[src/rtl/fp_add_arbiter4.sv]
// Four requesters share one combinational FP32 add/sub through a round-robin grant.
// Accept to res_valid is two cycles; the result holds in RESULT until res_ready, so one op per 3 cycles at best.
module fp_add_arbiter4 #(
    parameter int NREQ  = 4,
    parameter int WIDTH = 32
) (
    input  logic                  clk,
    input  logic                  rst_n,
    input  logic [NREQ-1:0]       req_valid,
    output logic [NREQ-1:0]       req_ready,
    input  logic [NREQ*WIDTH-1:0] req_a,
    input  logic [NREQ*WIDTH-1:0] req_b,
    input  logic [NREQ-1:0]       req_sub,
    output logic                  res_valid,
    input  logic                  res_ready,
    output logic [WIDTH-1:0]      res_data,
    output logic                  res_zero,
    output logic [1:0]            res_id,
    output logic [15:0]           op_count
);

    typedef enum logic [1:0] {
        S_IDLE,
        S_EXEC,
        S_RESULT
    } state_t;

    state_t           state_q, state_d;
    logic [WIDTH-1:0] op_a_q, op_a_d;
    logic [WIDTH-1:0] op_b_q, op_b_d;
    logic [1:0]       op_id_q, op_id_d;
    logic [WIDTH-1:0] res_data_q, res_data_d;
    logic             res_zero_q, res_zero_d;
    logic [1:0]       res_id_q, res_id_d;
    logic [15:0]      op_count_q, op_count_d;
    logic [1:0]       last_grant_q, last_grant_d;

    logic             gnt_found;
    logic [1:0]       gnt_idx;
    logic [1:0]       cand;
    logic [WIDTH-1:0] a_sel, b_sel;

    // Shared adder datapath
    logic             a_big;
    logic [31:0]      big_w, sml_w;
    logic [7:0]       e_big, e_sml, e_diff;
    logic [23:0]      m_big, m_sml, m_sml_sh;
    logic [24:0]      sum;
    logic [4:0]       lz;
    logic             lz_found;
    logic [22:0]      norm_frac;
    logic [31:0]      add_res;
    logic             add_zero;

    // Round-robin search starting one past the last accepted requester
    always_comb begin
        gnt_found = 1'b0;
        gnt_idx   = 2'd0;
        cand      = 2'd0;
        for (int i = 0; i < NREQ; i++) begin
            cand = last_grant_q + 2'd1 + 2'(i);
            if (!gnt_found && req_valid[cand]) begin
                gnt_found = 1'b1;
                gnt_idx   = cand;
            end
        end
    end

    always_comb begin
        a_sel = '0;
        b_sel = '0;
        for (int i = 0; i < NREQ; i++) begin
            if (gnt_idx == 2'(i)) begin
                a_sel = req_a[i*WIDTH +: WIDTH];
                b_sel = req_b[i*WIDTH +: WIDTH];
            end
        end
    end

    // Align, add/sub magnitudes, normalise and truncate; no rounding or special values
    always_comb begin
        a_big    = (op_a_q[30:0] >= op_b_q[30:0]);
        big_w    = a_big ? op_a_q : op_b_q;
        sml_w    = a_big ? op_b_q : op_a_q;
        e_big    = big_w[30:23];
        e_sml    = sml_w[30:23];
        m_big    = {|e_big, big_w[22:0]};
        m_sml    = {|e_sml, sml_w[22:0]};
        e_diff   = e_big - e_sml;
        m_sml_sh = (e_diff > 8'd24) ? 24'd0 : (m_sml >> e_diff);
        if (big_w[31] == sml_w[31]) begin
            sum = {1'b0, m_big} + {1'b0, m_sml_sh};
        end else begin
            sum = {1'b0, m_big} - {1'b0, m_sml_sh};
        end
        lz       = 5'd0;
        lz_found = 1'b0;
        for (int i = 23; i >= 0; i--) begin
            if (!lz_found) begin
                if (sum[i]) begin
                    lz_found = 1'b1;
                end else begin
                    lz = lz + 5'd1;
                end
            end
        end
        norm_frac = sum[22:0] << lz;
        add_zero  = (sum == 25'd0);
        if (add_zero) begin
            add_res = '0;
        end else if (sum[24]) begin
            add_res = {big_w[31], e_big + 8'd1, sum[23:1]};
        end else if ({3'd0, lz} >= e_big) begin
            add_res = '0;
        end else begin
            add_res = {big_w[31], e_big - {3'd0, lz}, norm_frac};
        end
    end

    always_comb begin
        state_d      = state_q;
        op_a_d       = op_a_q;
        op_b_d       = op_b_q;
        op_id_d      = op_id_q;
        res_data_d   = res_data_q;
        res_zero_d   = res_zero_q;
        res_id_d     = res_id_q;
        op_count_d   = op_count_q;
        last_grant_d = last_grant_q;
        req_ready    = '0;
        case (state_q)
            S_IDLE: begin
                if (gnt_found) begin
                    req_ready[gnt_idx] = 1'b1;
                    op_a_d             = a_sel;
                    op_b_d             = {b_sel[WIDTH-1] ^ req_sub[gnt_idx], b_sel[WIDTH-2:0]};
                    op_id_d            = gnt_idx;
                    last_grant_d       = gnt_idx;
                    state_d            = S_EXEC;
                end
            end
            S_EXEC: begin
                res_data_d = add_res;
                res_zero_d = add_zero;
                res_id_d   = op_id_q;
                state_d    = S_RESULT;
            end
            S_RESULT: begin
                if (res_ready) begin
                    op_count_d = op_count_q + 16'd1;
                    state_d    = S_IDLE;
                end
            end
            default: state_d = S_IDLE;
        endcase
        if (!rst_n) begin
            req_ready = '0;
        end
    end

    always_ff @(posedge clk) begin
        if (!rst_n) begin
            state_q      <= S_IDLE;
            op_a_q       <= '0;
            op_b_q       <= '0;
            op_id_q      <= 2'd0;
            res_data_q   <= '0;
            res_zero_q   <= 1'b0;
            res_id_q     <= 2'd0;
            op_count_q   <= 16'd0;
            last_grant_q <= 2'd3;
        end else begin
            state_q      <= state_d;
            op_a_q       <= op_a_d;
            op_b_q       <= op_b_d;
            op_id_q      <= op_id_d;
            res_data_q   <= res_data_d;
            res_zero_q   <= res_zero_d;
            res_id_q     <= res_id_d;
            op_count_q   <= op_count_d;
            last_grant_q <= last_grant_d;
        end
    end

    assign res_valid = (state_q == S_RESULT);
    assign res_data  = res_data_q;
    assign res_zero  = res_zero_q;
    assign res_id    = res_id_q;
    assign op_count  = op_count_q;

endmodule

[config.mk]
export PLATFORM = sky130hd
export DESIGN_NAME = fp_add_arbiter4
export DESIGN_NICKNAME = d
export VERILOG_FILES = /design/src/rtl/fp_add_arbiter4.sv
export SDC_FILE = /design/constraint.sdc
export NUM_CORES = 1
export LEC_CHECK = 0
export CELL_PAD_IN_SITES_DETAIL_PLACEMENT = 0
export CELL_PAD_IN_SITES_GLOBAL_PLACEMENT = 2
export CORE_MARGIN = 2
export CORE_UTILIZATION = 32
export CTS_CLUSTER_DIAMETER = 50
export DETAILED_ROUTE_END_ITERATION = 6
export PLACE_DENSITY = 0.92
export SLEW_MARGIN = 25
export SYNTH_ARGS = -nofsm -noshare
export SYNTH_HDL_FRONTEND = slang
export SYNTH_SLANG_ARGS = --single-unit
[constraint.sdc]
create_clock -name clk -period 53.4 [get_ports clk]
set_input_delay 10.68 -clock clk [delete_from_list [all_inputs] [get_ports clk]]
set_output_delay 10.68 -clock clk [all_outputs]
set_load 0.02 [all_outputs]
==> impl_metrics.csv, run 1 <==
group,metric,value,unit
critical_path,cp.arrival,26640,ps
critical_path,cp-end-kind,"flip-flop",
die,start_util,0.3231,
cells_and_area,n_fill_cell,5680,
clock_tree,cts_max_path_buffers,2,
critical_path,crit_end,"res_data[6]",
critical_path,startpoint,"op_b_q[25]",
timing,skew,10.92,ps
hold_path,hold_path.class,"reg2reg",
drt,routed_via_density,5.790,
global_route,grt_max_degree,88,
global_route,grt_usage,0.2554,
outcome,status,"complete, no violations",
die,io_pins,323,
yosys,ys_seq_area_frac,0.1396,
timing,rsz0062_at_grt,"false",
global_route,antenna_found_initial,0,
critical_path,worst_setup_path_start_kind,"flip-flop",
yosys,synth-edff-count,0,
critical_path,r2r-end,"res_data[6]",
timing,timing.setup.tns,0,ps
timing,finalCriticalPeriod,26240,ps
yosys,netlist_top_cells_area,"dfxtp_1 14%, nand2_1 11%, a21oi_1 6.3%",
cells_and_area,diodes,0,
global_route,grt_busiest_layer,"met2",
critical_path,reg2reg_slack,27160,ps
die,die_area,56110,um^2
clock_tree,insertion_delay,460,ps
timing,hold_viol_final,0,
clock_tree,cts_hold_buf,0,
timing,timing.final.crit_share,0.4914,
yosys,synthArstFlopShare,0,
clock_tree,numCtsBuffers,17,
clock_tree,cts_tree,"built",
global_route,grt_use_met3,0.03730,
place,gp_congestion,0.9878,
timing,drv_slew,0,
critical_path,required,53800,ps
place,dp.final_hpwl,58.92,mm
yosys,synth_ff_type,"dfxtp_1",
critical_path,reg2reg_from,"op_b_q[25]",
drt,vias,20210,
timing,tightestPinTransition,1014,ps
job,timing.max_cap.violations,0,
global_route,grt_pass1_wl,112.9,mm
critical_path,rr_worst_depth,107,
timing,fmax,38.11,MHz
cells_and_area,layout-drive-gt1-share,0.05727,
clock_tree,postCtsSetupBuffers,0,
clock_tree,cts_resized,0,
yosys,synthCells,2586,
yosys,synth_most_common_cell,"nand2_1",
place,portBuffers,322,
die,die_w,236.9,um
drt,wl_per_cell,20.97,um
yosys,syn_area,17360,um^2
critical_path,critPathMaxFanout,47,
drt,drt-total-wl,73.20,mm
yosys,synth.avg_cell_area,6.711,um^2
clock_tree,htreeDepth,4,
clock_tree,cts_root_buffer,"clkbuf_16",
cells_and_area,syn2layout_area_growth,24.56,%
drt,drcViolationCount,0,
yosys,ys_types,101,
yosys,synth_largest_area_cell,"dfxtp_1",
critical_path,worst_path_max_delay_cell,"ha_1",
critical_path,path_common_cell,"ha_1",
clock_tree,cts_sinks,121,
yosys,ys_ff_latch,121,
yosys,ys.warnings.count,0,
timing,setup-violations-final,0,
yosys,syn-num-nets,2940,
global_route,met1_usage,0.3086,
global_route,overflow,0,
drt,drt_pass1_iterations,7,
critical_path,critical_path_class,"reg2reg",
drt,final_antenna_net_count,0,
die,rows,85,
die,core,53710,um^2
drt,drt_first_iter_violations,1424,
die,die_h,236.9,um
clock_tree,clk_pin_slew,60,ps
cells_and_area,fin_nets,3138,
global_route,grt_pass1_vias,19570,
timing,relSlewSlack,0.3212,
critical_path,slowest_delay,610,ps
global_route,met2_usage,0.4375,
yosys,yosys.area.top_type_share,0.1396,
yosys,yosys-top-cells-count,"522 x nand2_1, 217 x a21oi_1, 151 x nor2_1, 137 x o21ai_0, 136 x clkbuf_1",
## final cells by class
type	instances	area, um^2	share of cell area
clock inverter	8	125.1	0.005788
timing repair buffer	351	3436	0.1589
tap	696	870.8	0.04028
clock buffer	21	440.4	0.02037
sequential	121	2422	0.1121
multi-input combinational	2209	14010	0.6479
inverter	84	316.6	0.01464
## flip-flops by register name, summed over array words and instances (netlist names)
register / cells
res_zero: 1
state_q: 2
op_count: 16
res_data: 32
op_a_q: 32
op_b_q: 32
op_id_q: 2
res_id: 2
last_grant_q: 2
## through the flow
step | utilization | setup WS, ps | cells | cell area, um^2 | hold WS, ps
after floorplan | - | 30270 | 2586 | 17360 | 437.8
after global placement | 0.3918 | 28130 | 3461 | 21040 | 457.8
after detailed placement | 0.3920 | 27620 | 3461 | 21050 | 460.3
after CTS | 0.4025 | 27490 | 3490 | 21620 | 472.5
after global routing | 0.4025 | 25490 | 3490 | 21620 | 494.2
final | 0.4025 | 27160 | 3490 | 21620 | 470.6
## kinds of logic after synthesis
family                   synth area share
buffers and inverters             0.05739
flip-flops                         0.1396
adder cells (fa/ha/maj)           0.06416
AO/OA/AOI/OAI                      0.2827
AND/OR/NAND/NOR                    0.3230
XOR/XNOR                          0.06726
multiplexers                      0.06589
## metal layers
layer,vias up,share of wire
li1,9779,-
met1,9533,0.42
met2,746,0.47
met3,148,0.057
met4,0,0.050
met5,-,0
## worst max-delay path, delay by kind of cell, from the launching register on
family / cells / cell delay (ps)
simple gates: 35 / 6730
buf+inv: 9 / 1790
fa+ha+maj: 18 / 6120
compound gates: 37 / 9020
flops: 1 / 420
xor+xnor: 3 / 960
mux: 5 / 1050
## how the worst min path moves through the flow
stage	from	endpoint	slack [ps]	depth (start not counted)
floorplan	op_id_q[0]	res_id[0]	440	2
global placement	op_id_q[0]	res_id[0]	460	2
detailed placement	res_data[30]	res_data[30]	460	2
CTS	op_id_q[0]	res_id[0]	470	2
global route	res_data[30]	res_data[30]	490	2
finish	op_id_q[0]	res_id[0]	470	2
## cells in the final DEF, fill, tap and decap left out, types with 52 or more instances in the layout
cell type | synthesis | final
nand2_1 | 522 | 522
clkdlybuf4s50_1 | 0 | 321
a21oi_1 | 217 | 217
nor2_1 | 151 | 150
o21ai_0 | 137 | 137
dfxtp_1 | 121 | 121
nor2b_1 | 95 | 94
ha_1 | 85 | 84
and3_1 | 83 | 83
inv_1 | 80 | 79
nand3_1 | 71 | 71
a311oi_1 | 68 | 68
xnor2_1 | 66 | 64
mux2i_1 | 55 | 54
nor3_1 | 53 | 52
Power of run 1 is not shown: default switching activity piles up to over one toggle a cycle in this logic, so the estimate is an artifact.
==> run 2, diff against run 1 <==
--- a/config.mk
+++ b/config.mk
@@ -8,10 +8,10 @@
 export CELL_PAD_IN_SITES_DETAIL_PLACEMENT = 0
 export CELL_PAD_IN_SITES_GLOBAL_PLACEMENT = 2
 export CORE_MARGIN = 2
-export CORE_UTILIZATION = 32
+export CORE_UTILIZATION = 30
 export CTS_CLUSTER_DIAMETER = 50
 export DETAILED_ROUTE_END_ITERATION = 6
-export PLACE_DENSITY = 0.92
+export PLACE_DENSITY = 0.88
 export SLEW_MARGIN = 25
 export SYNTH_ARGS = -nofsm -noshare
 export SYNTH_HDL_FRONTEND = slang
==> constraint.sdc (replaced) <==
create_clock -name clk -period 25.1 [get_ports clk]
set_input_delay 5.02 -clock clk [delete_from_list [all_inputs] [get_ports clk]]
set_output_delay 5.02 -clock clk [all_outputs]
set_load 0.02 [all_outputs]
==> run 2 against run 1 <==
Effect of this change:
- flip-flop and latch count unchanged
- setup slack lost 26000 ps
- worst hold slack improved by 1.8 ps
- critical path type unchanged
- critical endpoint is now res_data[22]
==> impl_metrics.csv, run 2 (same netlist as run 1, synthesis figures left out) <==
group,metric,value,unit
outcome,status,"complete, no violations",
drt,drt_pass1_iterations,6,
die,die_w,244.5,um
clock_tree,clk_pin_slew,60,ps
cells_and_area,syn2layout_area_growth,26.99,%
clock_tree,htreeDepth,4,
critical_path,critical_path_class,"reg2reg",
die,die_area,59790,um^2
drt,vias,20270,
job,timing.max_cap.violations,0,
cells_and_area,mostFrequentLayoutCells,"520 x nand2_1, 321 x clkdlybuf4s50_1, 216 x a21oi_1",
cells_and_area,final_common_cell,"nand2_1",
critical_path,worst_setup_path_start_kind,"flip-flop",
cells_and_area,fin_nets,3174,
global_route,grt_pass1_wl,111.4,mm
clock_tree,cts_root_buffer,"clkbuf_16",
timing,tightestPinTransition,1087,ps
die,io_pins,323,
timing,relSlewSlack,0.2706,
timing,rsz0062_at_grt,"false",
place,dpl_worst_slack,1453,ps
clock_tree,insertion_delay,450,ps
global_route,grt_pass1_vias,19430,
timing,drv_slew,0,
critical_path,crit_buf_inv,10,
critical_path,critPathMaxFanout,19,
timing,fmax,42.54,MHz
critical_path,startpoint,"op_b_q[24]",
drt,drt-total-wl,73.14,mm
timing,hold_viol_final,0,
place,dp.final_hpwl,59.23,mm
global_route,grt_usage,0.2358,
clock_tree,cts_tree,"built",
timing,finalCriticalPeriod,23510,ps
die,die_h,244.5,um
timing,setup-violations-final,0,
die,start_util,0.3020,
critical_path,path_common_cell,"ha_1",
critical_path,required,25430,ps
global_route,grt_max_degree,91,
clock_tree,cts_sinks,121,
hold_path,hold_path.class,"reg2reg",
hold_path,hold_start,"op_id_q[0]",
timing,timing.final.crit_share,0.9365,
drt,wl_per_cell,20.33,um
critical_path,reg2reg_from,"op_b_q[24]",
drt,drt_first_iter_violations,1298,
clock_tree,cts_max_path_buffers,2,
timing,hold_slack,472.4,ps
critical_path,crit_family,"compound AO/OA/AOI/OAI gates",
global_route,overflow,0,
drt,routed_via_density,5.633,
critical_path,cp-end-kind,"flip-flop",
critical_path,slowest_delay,850,ps
place,gp_congestion,0.9701,
die,core,57480,um^2
cells_and_area,utilization,0.3835,
cells_and_area,layout-drive-gt1-share,0.07448,
global_route,antenna_found_initial,0,
clock_tree,cts_hold_buf,0,
critical_path,worst_path_max_delay_cell,"nor2b_2",
clock_tree,numCtsBuffers,17,
timing,timing.setup.tns,0,ps
cells_and_area,diodes,0,
drt,final_antenna_net_count,0,
die,rows,88,
timing,skew,12.06,ps
drt,drcViolationCount,0,
critical_path,cp.arrival,23840,ps
place,portBuffers,322,
timing,fin_ws,1593,ps
[run 2: per-layer routing]
metal | track usage | share of wire
met1 | 0.2867 | 0.42
met2 | 0.4114 | 0.48
met3 | 0.03314 | 0.054
met5 | 0 | 0
met4 | 0.1055 | 0.045
[run 2: metrics by stage]
step / instance area (um^2) / cells
finish: 22040 / 3598
global route: 22040 / 3598
CTS: 22000 / 3598
detailed placement: 21410 / 3566
global placement: 21400 / 3566
floorplan: 17360 / 2586
[run 2: repair_timing]
action / CTS / global route
resized for setup: 0 / 13
buffers inserted: 0 / 0
endpoints found under the setup margin: 0 / 32
[run 2: worst min-delay path, cell delays in order (launching register included)]
cell	delay [ps]
dfxtp_1	310
nand2_1	50
a21boi_0	60
[run 2: area by class of cell]
class / instances / area (um^2)
timing repair buffer: 387 / 3709
fill: 6186 / 35440
clock inverter: 15 / 165.2
inverter: 84 / 316.6
clock buffer: 17 / 425.4
multi-input combinational: 2209 / 14040
sequential: 121 / 2422
tap: 765 / 957.2
[run 2: path summary, 6_finish.rpt]
path	end	slack, ps	cells after the start
worst max-delay path	res_data[22]	1590	107
worst min-delay path	res_id[0]	470	2
worst max register to register	res_data[22]	1590	107
worst min register to register	res_id[0]	470	2
Power of run 2 is left out for the same reason.
